### src/rtl/clkdiv_pkg.sv
// Shared constants and types for the multi-channel clock divider.
// The optional phase-alignment input is enabled with `define CLKDIV_SYNC_EN.
package clkdiv_pkg;

  localparam int CLKDIV_CNT_W       = 32;
  localparam int CLKDIV_DEFAULT_DIV = 70000000;
  localparam int CLKDIV_MAX_CH      = 16;

  typedef logic [CLKDIV_CNT_W-1:0] div_t;

  // What a channel does on the coming CLOCK edge
  typedef enum logic [1:0] {
    MODE_IDLE,
    MODE_COUNT,
    MODE_TERM,
    MODE_SYNC
  } ch_mode_e;

  function automatic int clkdiv_ch_w(input int n);
    return (n > 1) ? $clog2(n) : 1;
  endfunction

endpackage

### src/rtl/clkdiv_channel.sv
// One divider channel: active divisor, one-deep pending divisor, counter and outputs.
// With `define CLKDIV_SYNC_EN a sync_in input phase-aligns the channel.
module clkdiv_channel
  import clkdiv_pkg::*;
#(
  parameter int   CNT_W       = CLKDIV_CNT_W,
  parameter div_t DEFAULT_DIV = div_t'(CLKDIV_DEFAULT_DIV)
) (
  input  logic             CLOCK,
  input  logic             RESET_N,
  input  logic             en,
`ifdef CLKDIV_SYNC_EN
  input  logic             sync_in,
`endif
  input  logic             wr,
  input  logic [CNT_W-1:0] wr_div,
  output logic             pending,
  output logic             clk_out,
  output logic             tick
);

  logic [CNT_W-1:0] div;
  logic [CNT_W-1:0] cnt;
  logic [CNT_W-1:0] pend_div;
  logic             sync_hit;
  ch_mode_e         mode;

`ifdef CLKDIV_SYNC_EN
  assign sync_hit = sync_in;
`else
  assign sync_hit = 1'b0;
`endif

  // Sync outranks a terminal count landing on the same edge
  always_comb begin
    mode = MODE_IDLE;
    if (sync_hit) begin
      mode = MODE_SYNC;
    end else if (en && (div != '0)) begin
      mode = (cnt == (div - CNT_W'(1))) ? MODE_TERM : MODE_COUNT;
    end
  end

  // A pending divisor only replaces the active one where cnt restarts at 0,
  // so a running clk_out never sees a shortened phase.
  always_ff @(posedge CLOCK or negedge RESET_N) begin
    if (!RESET_N) begin
      cnt      <= '0;
      div      <= CNT_W'(DEFAULT_DIV);
      pend_div <= '0;
      pending  <= 1'b0;
      clk_out  <= 1'b0;
      tick     <= 1'b0;
    end else begin
      tick <= 1'b0;
      unique case (mode)
        MODE_SYNC: begin
          cnt     <= '0;
          clk_out <= 1'b0;
          if (pending) begin
            div     <= pend_div;
            pending <= 1'b0;
          end
        end
        MODE_TERM: begin
          cnt     <= '0;
          clk_out <= ~clk_out;
          tick    <= 1'b1;
          if (pending) begin
            div     <= pend_div;
            pending <= 1'b0;
          end
        end
        MODE_COUNT: begin
          cnt <= cnt + CNT_W'(1);
        end
        default: begin
          if (pending) begin
            div     <= pend_div;
            pending <= 1'b0;
            cnt     <= '0;
          end
        end
      endcase
      // Writes are only accepted while nothing is pending, so this never
      // collides with the apply paths above.
      if (wr) begin
        pending  <= 1'b1;
        pend_div <= wr_div;
      end
    end
  end

endmodule

### src/rtl/clkdiv_multi.sv
// Multi-channel clock divider: divisor write decode plus NUM_CH independent channels.
// With `define CLKDIV_SYNC_EN the extra sync_in input phase-aligns every channel.
module clkdiv_multi
  import clkdiv_pkg::*;
#(
  parameter int   NUM_CH      = 4,
  parameter int   CNT_W       = CLKDIV_CNT_W,
  parameter div_t DEFAULT_DIV = div_t'(CLKDIV_DEFAULT_DIV)
) (
  input  logic                             CLOCK,
  input  logic                             RESET_N,
  input  logic [NUM_CH-1:0]                en,
`ifdef CLKDIV_SYNC_EN
  input  logic                             sync_in,
`endif
  input  logic                             cfg_valid,
  output logic                             cfg_ready,
  input  logic [clkdiv_ch_w(NUM_CH)-1:0]   cfg_ch,
  input  logic [CNT_W-1:0]                 cfg_div,
  output logic [NUM_CH-1:0]                clk_out,
  output logic [NUM_CH-1:0]                tick
);

  localparam int CH_W = clkdiv_ch_w(NUM_CH);

  logic [NUM_CH-1:0] pending;
  logic [NUM_CH-1:0] wr;

  // Out-of-range channel numbers match nothing, so they are accepted and dropped
  always_comb begin
    cfg_ready = 1'b1;
    for (int i = 0; i < NUM_CH; i++) begin
      if ((cfg_ch == CH_W'(i)) && pending[i]) begin
        cfg_ready = 1'b0;
      end
    end
  end

  always_comb begin
    wr = '0;
    for (int i = 0; i < NUM_CH; i++) begin
      wr[i] = cfg_valid && cfg_ready && (cfg_ch == CH_W'(i));
    end
  end

  for (genvar g = 0; g < NUM_CH; g++) begin : g_ch
    clkdiv_channel #(
      .CNT_W       (CNT_W),
      .DEFAULT_DIV (DEFAULT_DIV)
    ) u_ch (
      .CLOCK   (CLOCK),
      .RESET_N (RESET_N),
      .en      (en[g]),
`ifdef CLKDIV_SYNC_EN
      .sync_in (sync_in),
`endif
      .wr      (wr[g]),
      .wr_div  (cfg_div),
      .pending (pending[g]),
      .clk_out (clk_out[g]),
      .tick    (tick[g])
    );
  end

endmodule
### config.mk
export PLATFORM = sky130hd
export DESIGN_NAME = clkdiv_multi
export DESIGN_NICKNAME = d
export VERILOG_FILES = /design/src/rtl/clkdiv_pkg.sv /design/src/rtl/clkdiv_channel.sv /design/src/rtl/clkdiv_multi.sv
export SDC_FILE = /design/constraint.sdc
export NUM_CORES = 1
export LEC_CHECK = 0
export CAP_MARGIN = 15
export CELL_PAD_IN_SITES_DETAIL_PLACEMENT = 0
export CELL_PAD_IN_SITES_GLOBAL_PLACEMENT = 1
export CORE_MARGIN = 2
export CORE_UTILIZATION = 35
export DETAILED_ROUTE_END_ITERATION = 10
export DONT_BUFFER_PORTS = 1
export GPL_ROUTABILITY_DRIVEN = 0
export MAX_ROUTING_LAYER = met4
export PLACE_DENSITY = 0.67
export SYNTH_ARGS = -nofsm -noshare
export SYNTH_HDL_FRONTEND = slang
export SYNTH_SLANG_ARGS = --single-unit
export TNS_END_PERCENT = 30
### constraint.sdc
create_clock -name CLOCK -period 3.3 [get_ports CLOCK]
set_input_delay 0.825 -clock CLOCK [delete_from_list [all_inputs] [get_ports CLOCK]]
set_output_delay 0.825 -clock CLOCK [all_outputs]
set_load 0.005 [all_outputs]
==> results of run 1 <==
-- cell type report --
cell class,count,area (um2)
Inverter,35,131.4
Multi-Input combinational cell,1552,12300
Antenna cell,4,10.01
Clock inverter,27,391.6
Clock buffer,58,1266
Sequential cell,396,9960
Tap cell,846,1059
Timing Repair Buffer,258,2268
Fill cell,6011,35700
-- repair_timing --
action | in CTS | in global routing
cloned | 3 | 6
endpoints found under the hold margin | 360 | 359
setup endpoints to repair | 223 | 255
pin swaps | 17 | 24
gates resized for setup | 45 | 82
buffers inserted | 9 | 24
-- power by group --
part	internal [uW]	switching, uW
combinational	4140	3490
clock	3370	2210
sequential	6200	1190
-- sequential cells by signal (all words and copies together) (netlist names) --
signal	flops
g_ch.u_ch.cnt	128
g_ch.u_ch.pend_div	128
g_ch.u_ch.clk_out	4
g_ch.u_ch.tick	4
g_ch.u_ch.pending	4
g_ch.u_ch.div	128
-- logic make-up after synthesis --
kind of cell | count (synthesis)
AO/OA/AOI/OAI | 214
multiplexers | 272
buffers and inverters | 135
XOR/XNOR | 258
flip-flops | 396
AND/OR/NAND/NOR | 799
adder cells (fa/ha/maj) | 8
-- cells in the final DEF, fill, tap and decap left out, types with 9 or more instances in the layout --
cell type,synthesis,final
o21ai_0,32,28
o21a_1,15,15
nand2b_1,11,11
mux2_2,137,137
a21oi_1,31,30
or4_4,2,14
xor2_1,118,118
and2_1,11,11
or3_1,27,23
clkbuf_16,0,51
dfstp_2,36,36
buf_12,3,14
nand3_1,99,98
buf_4,9,227
nor2_1,196,195
inv_1,35,34
xnor2_1,139,136
nor4_1,49,36
nand4b_1,10,10
nand2_1,112,111
mux2_1,33,14
nor4_2,4,11
nor3b_1,12,10
o31ai_1,21,20
a221o_1,10,10
clkinv_2,0,11
a31oi_1,11,10
and3_1,49,48
nor2b_1,19,19
or4_1,28,16
mux2_4,85,104
nor3_1,63,57
nand4_1,41,41
dfrtp_1,360,356
mux2i_1,16,15
buf_6,10,9
-- path summary, 6_finish.rpt --
path | end | startpoint
max reg2reg | g_ch[3].u_ch.div[31]$_DFFE_PN0P_ | g_ch[3].u_ch.div[14]$_DFFE_PN0P_
max | g_ch[3].u_ch.div[31]$_DFFE_PN0P_ | g_ch[3].u_ch.div[14]$_DFFE_PN0P_
min | g_ch[0].u_ch.cnt[17]$_DFFE_PN0P_ | RESET_N
max in group asynchronous | g_ch[0].u_ch.div[3]$_DFFE_PN0P_ | RESET_N
min reg2reg | g_ch[2].u_ch.div[13]$_DFFE_PN0P_ | g_ch[2].u_ch.pend_div[13]$_DFFE_PN0P_
min in group CLOCK | g_ch[2].u_ch.pend_div[31]$_DFFE_PN0P_ | cfg_div[31]
-- per-layer routing --
metal / routed length (um) / vias to the layer above
li1: - / 7937
met1: 28450 / 8371
met2: 28660 / 315
met3: 3389 / 89
met4: 1283 / 0
met5: 0 / -
-- critical path: stages, from the launching register on --
cell	delay, ps
dfrtp_1	390
or4_4	540
or4_4	460
or4_4	520
mux2i_1	140
nor2_1	160
a21oi_1	60
and4b_2	250
o21ai_4	210
buf_12	160
buf_12	140
mux2_2	340
-- metrics by stage --
step	setup TNS, ps	area [um2]
2_1_floorplan	-1232	22440
3_3_place_gp	-27970	24690
3_5_place_dp	-33340	24690
4_1_cts	-10470	26690
5_1_grt	-31750	27380
6_report	-13140	27390
==> run metrics, run 1 <==
DR vias/cell=5.262; met3 Usage GRT=3.984%; dpl ws=-298.6 ps; fraction of the mapped netlist area in compound gates=7.086%; DRT Pass-1 Iters=5; max cap viols=0; Detailed Place HPWL=43.10 mm; leakage=0.01186 uW; global routing usage on met2=between 30 and 40%; YS warnings=0; reg2reg setup slack=-180 ps; Starting Density=approximately 35%; core area=63,080 um2; combinational family with the most area after synthesis=simple AND/OR/NAND/NOR gates; Die X=between 200 and 300 um; pwr/cell area=752.7 nW/um2; Avg Synthesized Cell Area=10.71 um2; largest cells by area after synthesis=dfrtp_1 40%, mux2_2 6.9%, mux2_4 5.7%; area leader, netlist=dfrtp_1; number of global-route vias before repair=around 17,000; r2r worst-path depth=11; Nets=2,338; Post-synth ARST share=100.0%; Post-Synth XOR/XNOR Area=10.20%; Post-synth EDFFs=0; global-route met1 utilization=24.99%; Row Count=92; violated checks=negative hold slack, negative setup slack; Setup Skew=27.74 ps; Die H=256.4 um; Main synth FF type=dfrtp_1; Setup-failing EPs final=approximately 130; total routed wirelength=61.78 mm; Total GRT Usage=between 10% and 20%; Clock Tree Buf Depth=3; Startpoint Class=flip-flop; clock latency on the worst-skew pair=610 ps; GRT overflow=0; Tot Pwr=20,610 uW; Cell Area, Synth=roughly 22,000 um2; min Tclk post-route=3479 ps; Worst Tran Pin Value=1159 ps; top cell type's share of synthesized area=between 40% and 50%; top post-synthesis cells by count=360 x dfrtp_1, 196 x nor2_1, 139 x xnor2_1, 137 x mux2_2, 118 x xor2_1; Required @ worst endpoint=3780 ps; Wirelength per Cell=19.45 um; GR peak layer=met2; final worst slack=-179.4 ps; maximum vdd drop=around 0.00050 V; worst hold path class=input port to asynchronous set/reset pin; clk sink count=396; post-synthesis register bit count=396; Reg clk slew, reported paths=60 ps; Slew Limit Fails=0; CP endpoint kind=flip-flop; syn_nets=2,131; CP Data Arrival Time=around 4000 ps; Tcrit/Tclk final=105.4%; Finished Layout Cells=3,176; max frequency=287.4 MHz; Rel. slew slack=22.75%; initial antenna violation count=12; Max Fanout on Critical Path=7; WS Path Type=flip-flop to flip-flop; first-pass GRT wire length=97.30 mm; P&R area growth vs syn=22.80%; largest net degree at the start of global routing=397; post-layout util=43.41%; Synth Area in Simple Gates=slightly below 20%; final hold slack=-63.16 ps; H-tree depth=2; RSZ-0062 raised after global routing=true; # placed instances=3,046; via count=16,710; Die Footprint=65,750 um2; Distinct cells, synth=slightly above 100; Routed Antenna Nets=0; Post-Synthesis Cells=approximately 2,100; Ports=50; outcome=finished with violations; Post-Synth Adder-Cell Area=0.4489%; CTS buffer count=46; proportion of layout cells with a drive suffix above 1=31.94%; Final Hold Viols=36; sequential-to-total area share from yosys stat=44.64%; clock root buffer=clkbuf_16; CTS tree=done; most frequent cell after synthesis=dfrtp_1; DRC Markers=0; 1st-iter DRT viols=~950; mux contribution to synthesized area=roughly 15%; Buffers on Ports=0
Power figures use the tool's default switching activity.
==> inputs of run 2 (changes only) <==
--- a/config.mk
+++ b/config.mk
@@ -5,6 +5,7 @@
 export SDC_FILE = /design/constraint.sdc
 export NUM_CORES = 1
 export LEC_CHECK = 0
+export ABC_AREA = 1
 export CAP_MARGIN = 15
 export CELL_PAD_IN_SITES_DETAIL_PLACEMENT = 0
 export CELL_PAD_IN_SITES_GLOBAL_PLACEMENT = 1
@@ -14,7 +15,7 @@
 export DONT_BUFFER_PORTS = 1
 export GPL_ROUTABILITY_DRIVEN = 0
 export MAX_ROUTING_LAYER = met4
-export PLACE_DENSITY = 0.67
+export PLACE_DENSITY = 0.69
 export SYNTH_ARGS = -nofsm -noshare
 export SYNTH_HDL_FRONTEND = slang
 export SYNTH_SLANG_ARGS = --single-unit
==> constraint.sdc (replaced) <==
create_clock -name CLOCK -period 4 [get_ports CLOCK]
set_input_delay 1 -clock CLOCK [delete_from_list [all_inputs] [get_ports CLOCK]]
set_output_delay 1 -clock CLOCK [all_outputs]
set_load 0.005 [all_outputs]
==> run metrics, run 2 <==
outcome=complete, no violations; CP endpoint kind=flip-flop; DRC Markers=0 (unchanged); mux contribution to synthesized area=0% (-15 points); Synth Area in Simple Gates=33.92% (+15 points); reg2reg setup slack=630 ps (+810 ps); Required @ worst endpoint=4510 ps (+730 ps); sequential-to-total area share from yosys stat=41.25% (-3.4 points); Main synth FF type=dfrtp_1; Routed Antenna Nets=0 (unchanged); Post-Synth XOR/XNOR Area=8.981% (-1.2 points); GRT overflow=0 (unchanged); Finished Layout Cells=4,239 (+33%); Tot Pwr=17,330 uW (-16%); setup_tns=0 ps (+13,140 ps); Slew Limit Fails=0 (unchanged); min Tclk post-route=3371 ps (-107.9 ps); Ports=50 (unchanged); WS Path Type=flip-flop to flip-flop; Post-CTS Resized=0 (-100%); Nets=3,365 (+44%); CTS buffer count=46 (unchanged); crit-path most repeated cell=nand2_1; leakage=0.01221 uW (+3.0%); Clock Tree Buf Depth=3 (unchanged); Final Hold Viols=0 (-100%); area leader, netlist=dfrtp_1; Distinct cells, synth=44 (-57%); total routed wirelength=76.63 mm (+24%); Cell Area, Synth=24,130 um2 (+8.2%); CP Buf/Inv Count=1 (-1); P&R area growth vs syn=9.717%; DRT Pass-1 Iters=6 (+1); Worst Tran Pin Value=1272 ps (+113.2 ps); Total GRT Usage=22.24% (+3.2 points); pwr/cell area=654.8 nW/um2 (-13%); top post-synthesis cells by count=1,057 x nand2_1, 401 x nor2_1, 360 x dfrtp_1, 321 x inv_1, 233 x nand3_1; CP peak stage delay=450 ps (-90 ps); CTS tree=done; Post-Synth Adder-Cell Area=0.4148% (-0.034 points); CTS Hold Buffers Added=0; Setup-failing EPs final=0 (-100%); most frequent cell after synthesis=nand2_1; maximum vdd drop=0.0003383 V (-32%); # placed instances=4,150 (+36%); Post-synth ARST share=100.0% (unchanged); multi-input gate area in the final layout=12,350 um2 (+0.39%); placed inst area=24,800 um2 (+0.44%); Starting Density=35.24% (-0.11 points); postcts setup bufs=0 (-9); clk sink count=396 (unchanged); Max Fanout on Critical Path=35 (+28); Slowest cell on crit path=dfrtp_1; Rel. slew slack=15.20% (-7.5 points); combinational family with the most area after synthesis=simple AND/OR/NAND/NOR gates; first-pass GRT wire length=119.5 mm (+23%); worst hold path class=input port to asynchronous set/reset pin; Die H=266.6 um (+4.0%); YS warnings=0 (unchanged); global-route met1 utilization=31.64% (+6.7 points); DR vias/cell=5.013 (-4.7%); Worst R2R End=g_ch[1].u_ch.div[17]$_DFFE_PN0P_; largest registers=g_ch.u_ch.cnt: 128 flops, g_ch.u_ch.div: 128 flops, g_ch.u_ch.pend_div: 128 flops; Setup Skew=21.62 ps (-6.125 ps); core area=68,470 um2 (+8.5%); proportion of layout cells with a drive suffix above 1=5.754% (-26 points); largest net degree at the start of global routing=397 (unchanged); global routing usage on met2=33.52% (+3.3 points); CP Data Arrival Time=3880 ps (-80 ps); FILL cells=7,311 (+22%); Wirelength per Cell=18.08 um (-7.1%); largest cells by area after synthesis=dfrtp_1 37%, nand2_1 16%, xor2_1 6.7%; Critical R2R Launch=g_ch[1].u_ch.div[5]$_DFFE_PN0P_; Final Cell Area=26,480 um2 (-3.3%); Startpoint Class=flip-flop; post-layout util=38.67% (-4.7 points); Die Footprint=71,060 um2 (+8.1%); Reg clk slew, reported paths=60 ps (about the same); post-synthesis register bit count=396 (unchanged); Post-Synthesis Cells=3,352 (+61%); commonest non-fill, non-tap cell in the layout=nand2_1; max cap viols=0 (unchanged); H-tree depth=2 (unchanged); delay-heaviest family, CP=simple AND/OR/NAND/NOR gates; initial antenna violation count=3 (-9); Buffers on Ports=0 (unchanged); worst path cell trace=nor2_1 > nand2_1 > nor2_2 > nand2_1 > o21ai_0 > nand2_1 > nor2_1 > nand2_1 > nor2_1 > nand3_2 > nand2_4 > buf_4 > nand3_1 > nand2_1; most frequent cells in the layout=1,057 x nand2_1, 401 x nor2_1, 360 x dfrtp_1; Die X=266.6 um (+4.0%); RSZ-0062 raised after global routing=false; Tcrit/Tclk final=84.29% (-21 points); number of global-route vias before repair=20,450 (+20%); Post-synth EDFFs=0 (unchanged); syn_nets=3,401 (+60%); clock latency on the worst-skew pair=590 ps (-20 ps); max frequency=296.6 MHz (+3.2%); r2r worst-path depth=14 (+3); met3 Usage GRT=3.487% (-0.50 points); fraction of the mapped netlist area in compound gates=7.788% (+0.70 points); clock root buffer=clkbuf_16; Avg Synthesized Cell Area=7.199 um2 (-33%); 1st-iter DRT viols=1,592 (+67%); via count=21,250 (+27%); Detailed Place HPWL=56.63 mm (+31%); top cell type's share of synthesized area=37.33% (-3.1 points); GR peak layer=met2; Row Count=96 (+4.3%); register area=9955 um2 (about the same)
-- run 2: cell count changes after synthesis, moves of 80 or more --
cell,delta
o22ai_1,+85
nor2_1,+205
nand3_1,+134
inv_1,+286
mux2_2,-137
nand2_1,+945
o21ai_0,+155
mux2_4,-85
xnor2_1,-80
-- run 2: stage by stage --
| step | worst slack, ps | hold slack [ps] |
|---|---|---|
| after floorplan | 1382 | 453.7 |
| after global placement | 706.7 | 465.4 |
| after detailed placement | 670.3 | 473.4 |
| after CTS | 656.7 | 78.51 |
| after global routing | 296.6 | 91.79 |
| final | 628.5 | 121.1 |
-- run 2: how the worst max path moves through the flow --
stage                                                from                                to  slack [ps]  cells past startpoint
after floorplan                                 cfg_ch[1]                         cfg_ready        1380                      4
after global placement    g_ch[1].u_ch.div[0]$_DFFE_PN0P_  g_ch[1].u_ch.div[31]$_DFFE_PN0P_         710                     14
after detailed placement  g_ch[1].u_ch.div[0]$_DFFE_PN0P_  g_ch[1].u_ch.div[17]$_DFFE_PN0P_         670                     14
after CTS                 g_ch[1].u_ch.div[0]$_DFFE_PN0P_  g_ch[1].u_ch.div[17]$_DFFE_PN0P_         660                     14
after global routing      g_ch[1].u_ch.div[2]$_DFFE_PN0P_  g_ch[1].u_ch.div[17]$_DFFE_PN0P_         300                     14
final                     g_ch[1].u_ch.div[5]$_DFFE_PN0P_  g_ch[1].u_ch.div[17]$_DFFE_PN0P_         630                     14
-- run 2: cell type report --
cell class | count | share of cell area [%]
Antenna cell | 3 | 0.02836
Clock buffer | 70 | 5.383
Clock inverter | 16 | 0.9215
Inverter | 330 | 4.679
Multi-Input combinational cell | 2523 | 46.63
Sequential cell | 396 | 37.60
Tap cell | 882 | 4.168
Timing Repair Buffer | 19 | 0.5860
-- run 2: worst register-to-register path, delay by kind of cell, from the launching register on --
kind,cells,cell delay [ps]
buffers and inverters,1,450
AO/OA/AOI/OAI,1,270
AND/OR/NAND/NOR,12,2150
flip-flops,1,450
-- run 2: where the power goes --
| group | internal (uW) | switching (uW) |
|---|---|---|
| registers | 4950 | 1070 |
| clock network | 2840 | 1790 |
| logic | 2230 | 4450 |
-- run 2: layer usage --
layer  part of all wire (%)  routed length [um]
met3                    5.3                4038
met4                    1.6                1237
met1                     49               37550
met2                     44               33800
met5                      0                   0
-- run 2: cell families (layout without fill, tap and decap cells) --
kind of cell | after synthesis | count (layout)
adders and majority gates | 8 | 8
DFF | 396 | 396
xor gates and xnor gates | 245 | 245
other | 0 | 3
and+or+nand+nor | 1932 | 1932
buffers and inverters | 433 | 435
AOI/OAI and AO/OA | 338 | 338
==> inputs of run 3 (changes only) <==
--- a/config.mk
+++ b/config.mk
@@ -15,7 +15,7 @@
 export DONT_BUFFER_PORTS = 1
 export GPL_ROUTABILITY_DRIVEN = 0
 export MAX_ROUTING_LAYER = met4
-export PLACE_DENSITY = 0.69
+export PLACE_DENSITY = 0.72
 export SYNTH_ARGS = -nofsm -noshare
 export SYNTH_HDL_FRONTEND = slang
 export SYNTH_SLANG_ARGS = --single-unit
==> constraint.sdc (replaced) <==
create_clock -name CLOCK -period 2.95 [get_ports CLOCK]
set_input_delay 0.7375 -clock CLOCK [delete_from_list [all_inputs] [get_ports CLOCK]]
set_output_delay 0.7375 -clock CLOCK [all_outputs]
set_load 0.005 [all_outputs]
==> run metrics, run 3 (synthesized netlist as in run 2, its figures left out) <==
Die H=266.6 um (unchanged); initial antenna violation count=6 (+3); DRT Pass-1 Iters=7 (+1); clock network power share=25.3% (-1.4 points); Setup Skew=21.32 ps (-0.3037 ps); Tot Pwr=23,330 uW (+35%); RSZ-0062 raised after global routing=true; Worst R2R End=g_ch[3].u_ch.div[9]$_DFFE_PN0P_; Startpoint Class=flip-flop; Sw Ratio=42.56% (+0.41 points); Setup-failing EPs final=0 (unchanged); CTS buffer count=46 (unchanged); Routed Antenna Nets=0 (unchanged); most frequent cells in the layout=1,057 x nand2_1, 399 x nor2_1, 360 x dfrtp_1; Power Internal=13,400 uW (+34%); Detailed Place HPWL=56.71 mm (+0.15%); violated checks=negative hold slack; crit path from=g_ch[3].u_ch.div[0]$_DFFE_PN0P_; GRT overflow=0 (unchanged); Final Hold Viols=55 (+55); Tcrit/Tclk final=93.14% (+8.9 points); total routed wirelength=76.52 mm (-0.14%); WS Path Type=flip-flop to flip-flop; via count=21,550 (+1.4%); H-tree depth=2 (unchanged); Worst Tran Pin Value=1420 ps (+147.6 ps); CP endpoint kind=flip-flop; Die Footprint=71,060 um2 (unchanged); commonest non-fill, non-tap cell in the layout=nand2_1; clk sink count=396 (unchanged); core area=68,470 um2 (unchanged); worst path cell trace=inv_1 > ha_1 > nand3_2 > nor2_2 > nand2_1 > nor2_1 > xnor2_1 > nand3_1 > nor2_1 > nand3_2 > nand2_8 > buf_12 > nand3_1 > nand2_1; clock latency on the worst-skew pair=590 ps (about the same); Die X=266.6 um (unchanged); outcome=finished with violations; Max Fanout on Critical Path=38 (+8.6%); worst hold path class=input port to asynchronous set/reset pin; CTS tree=done; CP peak stage delay=390 ps (-60 ps); Rel. slew slack=5.364% (-9.8 points); DR vias/cell=5.046 (+0.64%); DRC Markers=0 (unchanged); maximum vdd drop=0.0005172 V (+53%); Flop pwr share=34.9% (+0.2 points); Critical R2R Launch=g_ch[3].u_ch.div[0]$_DFFE_PN0P_; min Tclk post-route=2748 ps (-623.9 ps); CP Data Arrival Time=3260 ps (-620 ps); Setup crit end=g_ch[3].u_ch.div[9]$_DFFE_PN0P_; P&R area growth vs syn=10.99%; proportion of layout cells with a drive suffix above 1=6.877% (+1.1 points); post-layout util=39.12% (+0.45 points); Total GRT Usage=22.27% (+0.032 points); Sw Pwr=9927 uW (+36%); Starting Density=35.24% (unchanged); Buffers on Ports=0 (unchanged); final hold slack=-146.1 ps (-267.2 ps); largest net degree at the start of global routing=397 (unchanged); reg2reg setup slack=200 ps (-430 ps); Nets=3,400 (+1.0%); Wirelength per Cell=17.92 um (-0.89%); r2r worst-path depth=14 (unchanged); Clock Tree Buf Depth=3 (unchanged); clock root buffer=clkbuf_16; FILL cells=7,294 (-0.23%); Slowest cell on crit path=dfrtp_1; Slew Limit Fails=0 (unchanged); leakage=0.01234 uW (+1.1%); number of global-route vias before repair=20,510 (+0.26%); pwr/cell area=870.9 nW/um2 (+33%); 1st-iter DRT viols=1,784 (+12%); Required @ worst endpoint=3470 ps (-1040 ps); Comb pwr share=39.8% (+1.2 points); Ports=50 (unchanged); first-pass GRT wire length=120.0 mm (+0.43%); largest registers=g_ch.u_ch.cnt: 128 flops, g_ch.u_ch.div: 128 flops, g_ch.u_ch.pend_div: 128 flops; Reg clk slew, reported paths=70 ps (about the same); Row Count=96 (unchanged); max cap viols=0 (unchanged); max frequency=364.0 MHz (+23%)
## run 3: worst min path at each step
stage / from / end / slack, ps
after floorplan: RESET_N / g_ch[0].u_ch.clk_out$_DFFE_PN0P_ / 440
after global placement: g_ch[0].u_ch.pend_div[12]$_DFFE_PN0P_ / g_ch[0].u_ch.pend_div[12]$_DFFE_PN0P_ / 470
after detailed placement: g_ch[0].u_ch.pend_div[29]$_DFFE_PN0P_ / g_ch[0].u_ch.pend_div[29]$_DFFE_PN0P_ / 470
after CTS: RESET_N / g_ch[3].u_ch.cnt[2]$_DFFE_PN0P_ / -130
after global routing: RESET_N / g_ch[3].u_ch.cnt[28]$_DFFE_PN0P_ / -160
final: RESET_N / g_ch[3].u_ch.cnt[2]$_DFFE_PN0P_ / -150
## run 3: metrics by stage
step                      instance area, um2  cells  setup TNS, ps  hold WS [ps]  setup slack, ps
after global placement                 25060   4178              0         467.0            137.4
after detailed placement               25060   4178              0         473.8            102.5
after floorplan                        24130   3352              0         441.9            682.2
after global routing                   26780   4270         -13.22        -163.0           -8.428
after CTS                              26610   4263              0        -131.6            85.27
final                                  26780   4271              0        -146.1            202.4
## run 3: routing by layer
metal	vias to the layer above	wire length (um)	track usage [%]
met5	-	0	-
met4	0	1604	4.874
met3	85	4211	3.045
met2	514	34140	33.97
met1	10180	36560	31.44
li1	10770	-	-
## run 3: power groups by stage
stage / sequential, uW / combinational (uW) / clock [uW]
after global placement: 8230 / 9090 / 0
after global routing: 8310 / 10600 / 6250
after detailed placement: 8230 / 9050 / 0
after CTS: 8150 / 9100 / 6040
after floorplan: 7640 / 7030 / 0
final: 8130 / 9290 / 5910
## run 3: area by class of cell
type,instances,area [um2],area share (%)
Timing Repair Buffer,54,500.5,1.869
Tap cell,882,1104,4.120
Clock buffer,66,1358,5.069
Inverter,330,1239,4.625
Sequential cell,396,9955,37.17
Antenna cell,1,2.502,0.009343
Clock inverter,19,192.7,0.7194
Multi-Input combinational cell,2523,12430,46.42
## run 3: repair_timing
item / in CTS / in global routing
resized for setup: 0 / 16
setup buffers: 0 / 6
hold endpoints to repair: 360 / 263
setup endpoints to repair: 0 / 183
## run 3: worst max-delay path, delay by kind of cell (launching register included)
kind / cells / cell delay [ps]
buffers and inverters: 2 / 340
adders and majority gates: 1 / 220
and+or+nand+nor: 10 / 1550
DFF: 1 / 390
xor gates and xnor gates: 1 / 160
